<file path="config.mk">
export PLATFORM = sky130hd
export DESIGN_NAME = uart_rx_byte
export DESIGN_NICKNAME = d
export VERILOG_FILES = /design/src/rtl/uart_rx_byte_pkg.sv /design/src/rtl/uart_rx_byte_sync_2ff.sv /design/src/rtl/uart_rx_byte.sv
export SDC_FILE = /design/constraint.sdc
export NUM_CORES = 1
export LEC_CHECK = 0
export BUFFER_PORTS_ARGS = -buffer_cell sky130_fd_sc_hd__buf_2
export CORE_UTILIZATION = 55
export DETAILED_ROUTE_END_ITERATION = 8
export HOLD_SLACK_MARGIN = 0.1
export PLACE_DENSITY = 0.82
export SLEW_MARGIN = 20
export SYNTH_ARGS = -nofsm -noshare
export SYNTH_HDL_FRONTEND = slang
export SYNTH_SLANG_ARGS = --single-unit
</file>
<file path="constraint.sdc">
create_clock -name clkIN -period 2.5 [get_ports clkIN]
set_input_delay 0.25 -clock clkIN [delete_from_list [all_inputs] [get_ports clkIN]]
set_output_delay 0.25 -clock clkIN [all_outputs]
set_load 0.02 [all_outputs]
</file>
<file path="src/rtl/uart_rx_byte_pkg.sv">
// Shared definitions for the UART receive path: state encoding, default bit
// timing and the counter-width helper. The future TX block imports this too.
package uart_rx_byte_pkg;

    // 50 MHz system clock, 115200 baud
    localparam int unsigned DEFAULT_CLKS_PER_BIT = 434;

    // 8N1 framing: eight data bits, no parity, one stop bit
    localparam int unsigned DATA_BITS = 8;

    typedef enum logic [2:0] {
        ST_IDLE  = 3'd0,
        ST_START = 3'd1,
        ST_DATA  = 3'd2,
        ST_STOP  = 3'd3,
        ST_BREAK = 3'd4
    } rx_state_e;

    // Width of a counter that must reach clks-1; never narrower than one bit
    function automatic int unsigned cnt_width(input int unsigned clks);
        return (clks > 1) ? $clog2(clks) : 1;
    endfunction

endpackage

</file>
<file path="src/rtl/uart_rx_byte_sync_2ff.sv">
// Two-flop synchroniser for the asynchronous serial line. Both flops reset to
// 1 so a reset never looks like a start bit to the receiver.
module uart_rx_byte_sync_2ff (
    input  logic clk_i,
    input  logic rst_ni,
    input  logic d_i,
    output logic q_o
);

    logic meta_q;
    logic sync_q;

    // Shift the raw line through two flops to resolve metastability
    always_ff @(posedge clk_i or negedge rst_ni) begin
        if (!rst_ni) begin
            meta_q <= 1'b1;
            sync_q <= 1'b1;
        end else begin
            // NOTE: non-blocking so each flop takes the other's pre-edge value;
            // blocking here would collapse the chain into a single flop.
            meta_q <= d_i;
            sync_q <= meta_q;
        end
    end

    assign q_o = sync_q;

endmodule

</file>
<file path="src/rtl/uart_rx_byte.sv">
// 8N1 UART receiver, LSB first. Centres on the start bit, samples each data
// bit mid-cell, checks the stop bit and hands the byte to a downstream holding
// register through a level done/ack handshake. Returns to IDLE at mid-stop so a
// back-to-back start edge is never missed. CLKS_PER_BIT must be at least 4.
module uart_rx_byte
    import uart_rx_byte_pkg::*;
#(
    parameter int unsigned CLKS_PER_BIT = DEFAULT_CLKS_PER_BIT
) (
    input  logic                 clkIN,
    input  logic                 nResetIN,
    input  logic                 rxIN,
    input  logic                 ackIN,
    output logic [DATA_BITS-1:0] dataOUT,
    output logic                 doneOUT,
    output logic                 frameErrOUT,
    output logic                 overrunOUT,
    output logic                 busyOUT
);

    // Start-bit centring delay is derived, never set independently
    localparam int unsigned HALF_BIT = CLKS_PER_BIT / 2;
    localparam int unsigned CNT_W    = cnt_width(CLKS_PER_BIT);

    localparam logic [CNT_W-1:0] CNT_BIT_LAST  = CNT_W'(CLKS_PER_BIT - 1);
    localparam logic [CNT_W-1:0] CNT_HALF_LAST = CNT_W'(HALF_BIT - 1);
    localparam logic [CNT_W-1:0] CNT_ONE       = CNT_W'(1);
    localparam logic [2:0]       BIT_IDX_LAST  = 3'(DATA_BITS - 1);

    // Synchronised serial line; every decision below looks only at this
    logic rx_s;

    // Frame FSM state and datapath
    rx_state_e            state_q;
    logic [CNT_W-1:0]     cnt_q;
    logic [2:0]           bit_idx_q;
    logic [DATA_BITS-1:0] shift_q;
    logic                 frame_err_q;
    logic                 busy_q;

    // Handshake registers towards the byte-holding register
    logic [DATA_BITS-1:0] data_q;
    logic [DATA_BITS-1:0] data_d;
    logic                 done_q;
    logic                 done_d;
    logic                 overrun_q;
    logic                 overrun_d;

    logic bit_end;
    logic good_stop;

    uart_rx_byte_sync_2ff u_sync (
        .clk_i  (clkIN),
        .rst_ni (nResetIN),
        .d_i    (rxIN),
        .q_o    (rx_s)
    );

    // A full bit cell has elapsed in DATA or STOP
    assign bit_end   = (cnt_q == CNT_BIT_LAST);
    // Stop bit sampled high: the shifted byte is complete and well framed
    assign good_stop = (state_q == ST_STOP) && bit_end && rx_s;

    // Frame FSM: start centring, data sampling, stop check and break recovery
    always_ff @(posedge clkIN or negedge nResetIN) begin
        if (!nResetIN) begin
            state_q     <= ST_IDLE;
            cnt_q       <= '0;
            bit_idx_q   <= '0;
            shift_q     <= '0;
            frame_err_q <= 1'b0;
            busy_q      <= 1'b0;
        end else begin
            // Frame error is a single-cycle pulse unless re-asserted below
            frame_err_q <= 1'b0;

            unique case (state_q)
                ST_IDLE: begin
                    cnt_q <= '0;
                    if (!rx_s) begin
                        state_q <= ST_START;
                        busy_q  <= 1'b1;
                    end
                end

                ST_START: begin
                    if (cnt_q == CNT_HALF_LAST) begin
                        cnt_q <= '0;
                        if (rx_s) begin
                            // Line went back high before mid-start: a glitch
                            state_q <= ST_IDLE;
                            busy_q  <= 1'b0;
                        end else begin
                            state_q   <= ST_DATA;
                            bit_idx_q <= '0;
                        end
                    end else begin
                        cnt_q <= cnt_q + CNT_ONE;
                    end
                end

                ST_DATA: begin
                    if (bit_end) begin
                        cnt_q              <= '0;
                        shift_q[bit_idx_q] <= rx_s;
                        // Index stops at the last bit instead of wrapping
                        if (bit_idx_q == BIT_IDX_LAST) begin
                            state_q <= ST_STOP;
                        end else begin
                            bit_idx_q <= bit_idx_q + 3'd1;
                        end
                    end else begin
                        cnt_q <= cnt_q + CNT_ONE;
                    end
                end

                ST_STOP: begin
                    if (bit_end) begin
                        cnt_q <= '0;
                        if (rx_s) begin
                            // Leave at mid-stop so the next start edge is caught
                            state_q <= ST_IDLE;
                            busy_q  <= 1'b0;
                        end else begin
                            frame_err_q <= 1'b1;
                            state_q     <= ST_BREAK;
                        end
                    end else begin
                        cnt_q <= cnt_q + CNT_ONE;
                    end
                end

                ST_BREAK: begin
                    // A held-low line must not be mistaken for a new start bit
                    cnt_q <= '0;
                    if (rx_s) begin
                        state_q <= ST_IDLE;
                        busy_q  <= 1'b0;
                    end
                end

                default: begin
                    state_q <= ST_IDLE;
                    cnt_q   <= '0;
                    busy_q  <= 1'b0;
                end
            endcase
        end
    end

    // Next-state for the done/overrun handshake; a new byte beats an ack
    always_comb begin
        // NOTE: every output gets a default first so no path leaves a
        // variable unassigned, which would otherwise infer a latch.
        data_d    = data_q;
        done_d    = done_q;
        overrun_d = overrun_q;

        if (ackIN) begin
            done_d    = 1'b0;
            overrun_d = 1'b0;
        end

        if (good_stop) begin
            data_d = shift_q;
            done_d = 1'b1;
            // Only an unacknowledged previous byte counts as lost
            if (done_q && !ackIN) begin
                overrun_d = 1'b1;
            end
        end
    end

    // Handshake registers
    always_ff @(posedge clkIN or negedge nResetIN) begin
        if (!nResetIN) begin
            data_q    <= '0;
            done_q    <= 1'b0;
            overrun_q <= 1'b0;
        end else begin
            data_q    <= data_d;
            done_q    <= done_d;
            overrun_q <= overrun_d;
        end
    end

    assign dataOUT     = data_q;
    assign doneOUT     = done_q;
    assign frameErrOUT = frame_err_q;
    assign overrunOUT  = overrun_q;
    assign busyOUT     = busy_q;

endmodule

</file>
==> flow_metrics.tcl <==
set metrics [dict create \
    status "finished clean" \
    core_area_um2 3080 \
    start_util_pct 58.3 \
    path_clk_slew_ns 0.11 \
    grt_pass1_vias 1188 \
    wl_per_cell_um 14.6 \
    max_freq_ghz 0.512 \
    start_kind "flip-flop" \
    cts_sinks 37 \
    drive_gt1_share_pct 29.5 \
    power.total_uw 1060 \
    syn2layout_area_growth_pct 12.4 \
    fin_area_um2 2020 \
    hold_path.class "reg2reg" \
    gp_congestion 0.780 \
    ys_seq_area_share_pct 51.7 \
    grt_pass1_wl_um 5430 \
    drv_slew 0 \
    finalCriticalPeriod_ns 1.95 \
    drc 0 \
    leakagePower_uw 0.000929 \
    io_pins 16 \
    cts_buffer_depth 2 \
    cts_tree "yes" \
    postSynthCellCount 152 \
    clkLatencyLatePin_ns 0.34 \
    final_util_pct 65.5 \
    diodes 0 \
    synth-edff-count 0 \
    die_w_um 59.1 \
    hold_viol 0 \
    yosysUniqueCellTypes 42 \
    worst_pin_slew_ns 0.792 \
    critPathMaxFanout 11 \
    dr.pass1.iters 4 \
    synth_ff_type "dfrtp_1" \
    post_cts_resized 0 \
    period_share_pct 78.1 \
    worst_slew_margin_rel_pct 47.2 \
    cap_violations 0 \
    gr-total-overflow 0 \
    final_cell_mix "35 x dfrtp_1, 16 x nor2_1, 16 x mux2_2" \
    port_buffers 15 \
    crit_type "reg2reg" \
    dpl-instance-area_um2 1900 \
    numCtsBuffers 5 \
    setup_viol 0 \
    postRouteAntennaNets 0 \
    dieArea_um2 3490 \
    dp.final_hpwl_um 2210 \
    syn-num-nets 161 \
    root_buffer "clkbuf_4" \
    core.rowCount 20 \
    nets 181 \
    grt_max_degree 38 \
    fp.dieH_um 59.1 \
    cts-hold-fix-buffers 3 \
    drt-initial-drc-count 47 \
    cellPowerDensity_nw_per_um2 524 \
    worst_ep_required_time_ns 2.74 \
    vias 1221 \
    tns_ns 0 \
    h-tree-depth 2 \
    synth_area_um2 1790 \
    cp.arrival_ns 2.19 \
    final_common_cell "dfrtp_1" \
    finalWirelength_um 3160 \
    async_flop_share_pct 100 \
    viasPerCell 5.63 \
    rsz0062_at_grt "false" \
    grt_usage_pct 21.4 \
    cp-end-kind "flip-flop" \
    ys_warn_count 0 \
    peakVddDrop_mv 0.408 \
    post-cts-setup-buffers 0 \
    synth-seq-cells 37 \
    fin_skew_ns 0.0119 \
    avgSynthCellArea_um2 11.8 \
    antenna_found_initial 0 \
]
[final timing paths]
| path | from | end | slack, ns | cells after the start |
|---|---|---|---|---|
| min in group asynchronous | nResetIN | state_q[1] | 0.52 | 2 |
| setup reg to reg | cnt_q[1] | state_q[0] | 0.55 | 7 |
| max in group asynchronous | nResetIN | cnt_q[1] | 1.48 | 2 |
| setup / recovery | cnt_q[1] | state_q[0] | 0.55 | 7 |
| hold reg to reg | u_sync.meta_q | u_sync.q_o | 0.38 | 0 |
| hold / removal | u_sync.meta_q | u_sync.q_o | 0.38 | 0 |
[registers in the layout, summed over array words and instances, names as in the netlist]
signal,flops
cnt_q,9
bit_idx_q,3
shift_q,8
overrunOUT,1
doneOUT,1
u_sync.q_o,1
state_q,3
u_sync.meta_q,1
busyOUT,1
dataOUT,8
frameErrOUT,1
[cells in the mapped netlist, types with 2 or more instances]
cell	count	area (um2)
ha_1	5	62.6
dfstp_2	2	52.6
inv_1	6	22.5
xnor2_1	5	43.8
nand2_1	7	26.3
nand4_1	3	18.8
buf_2	2	10.0
dfrtp_1	35	876
clkbuf_1	2	7.51
nor2b_1	5	31.3
nand4b_1	4	35.0
nor3_1	5	25.0
a32o_1	2	20.0
nor2_1	16	60.1
nand3_1	6	30.0
mux2_2	16	180
xor2_1	2	17.5
a21oi_1	5	25.0
[logic make-up after synthesis]
family | Yosys count | synth area share [%]
AND/OR/NAND/NOR | 58 | 20.9
AO/OA/AOI/OAI | 15 | 6.28
buffers and inverters | 13 | 3.56
multiplexers | 17 | 10.7
adder cells (fa/ha/maj) | 5 | 3.49
flip-flops | 37 | 51.7
XOR/XNOR | 7 | 3.42
[worst max-delay path, cell delays in order (launching register included)]
cell and delay (ns):
dfrtp_1 0.41, inv_1 0.08, ha_1 0.19, nand4bb_4 0.14, or2_1 0.33, a22oi_2 0.17, buf_4 0.19, mux2_2 0.34
[power breakdown]
part | internal [uW] | switching, uW
Clock | 238 | 196
Sequential | 601 | 3.72
Combinational | 5.68 | 13.5
[metrics by stage]
stage	setup WS, ns	instances	hold WS (ns)
floorplan	0.710	152	-0.0456
global placement	0.598	206	0.347
detailed placement	0.534	206	0.347
CTS	0.536	217	0.380
global route	0.434	217	0.377
finish	0.546	217	0.377
[final cells by class]
type | instances | area (um2)
Fill cell | 227 | 1060
Sequential cell | 37 | 928
Multi-Input combinational cell | 102 | 802
Timing Repair Buffer | 20 | 120
Tap cell | 44 | 55.1
Clock buffer | 6 | 51.3
Clock inverter | 2 | 37.5
Inverter | 6 | 22.5
[routing by layer]
layer / GRT usage, % / vias to the layer above / part of all wire, %
met3: 8.30 / 8 / 5.9
met1: 28.6 / 594 / 45
met2: 31.2 / 39 / 48
li1: - / 580 / -
met5: 0 / - / 0
met4: 8.50 / 0 / 1.9
Note: power is estimated with default switching activity, not from simulation.
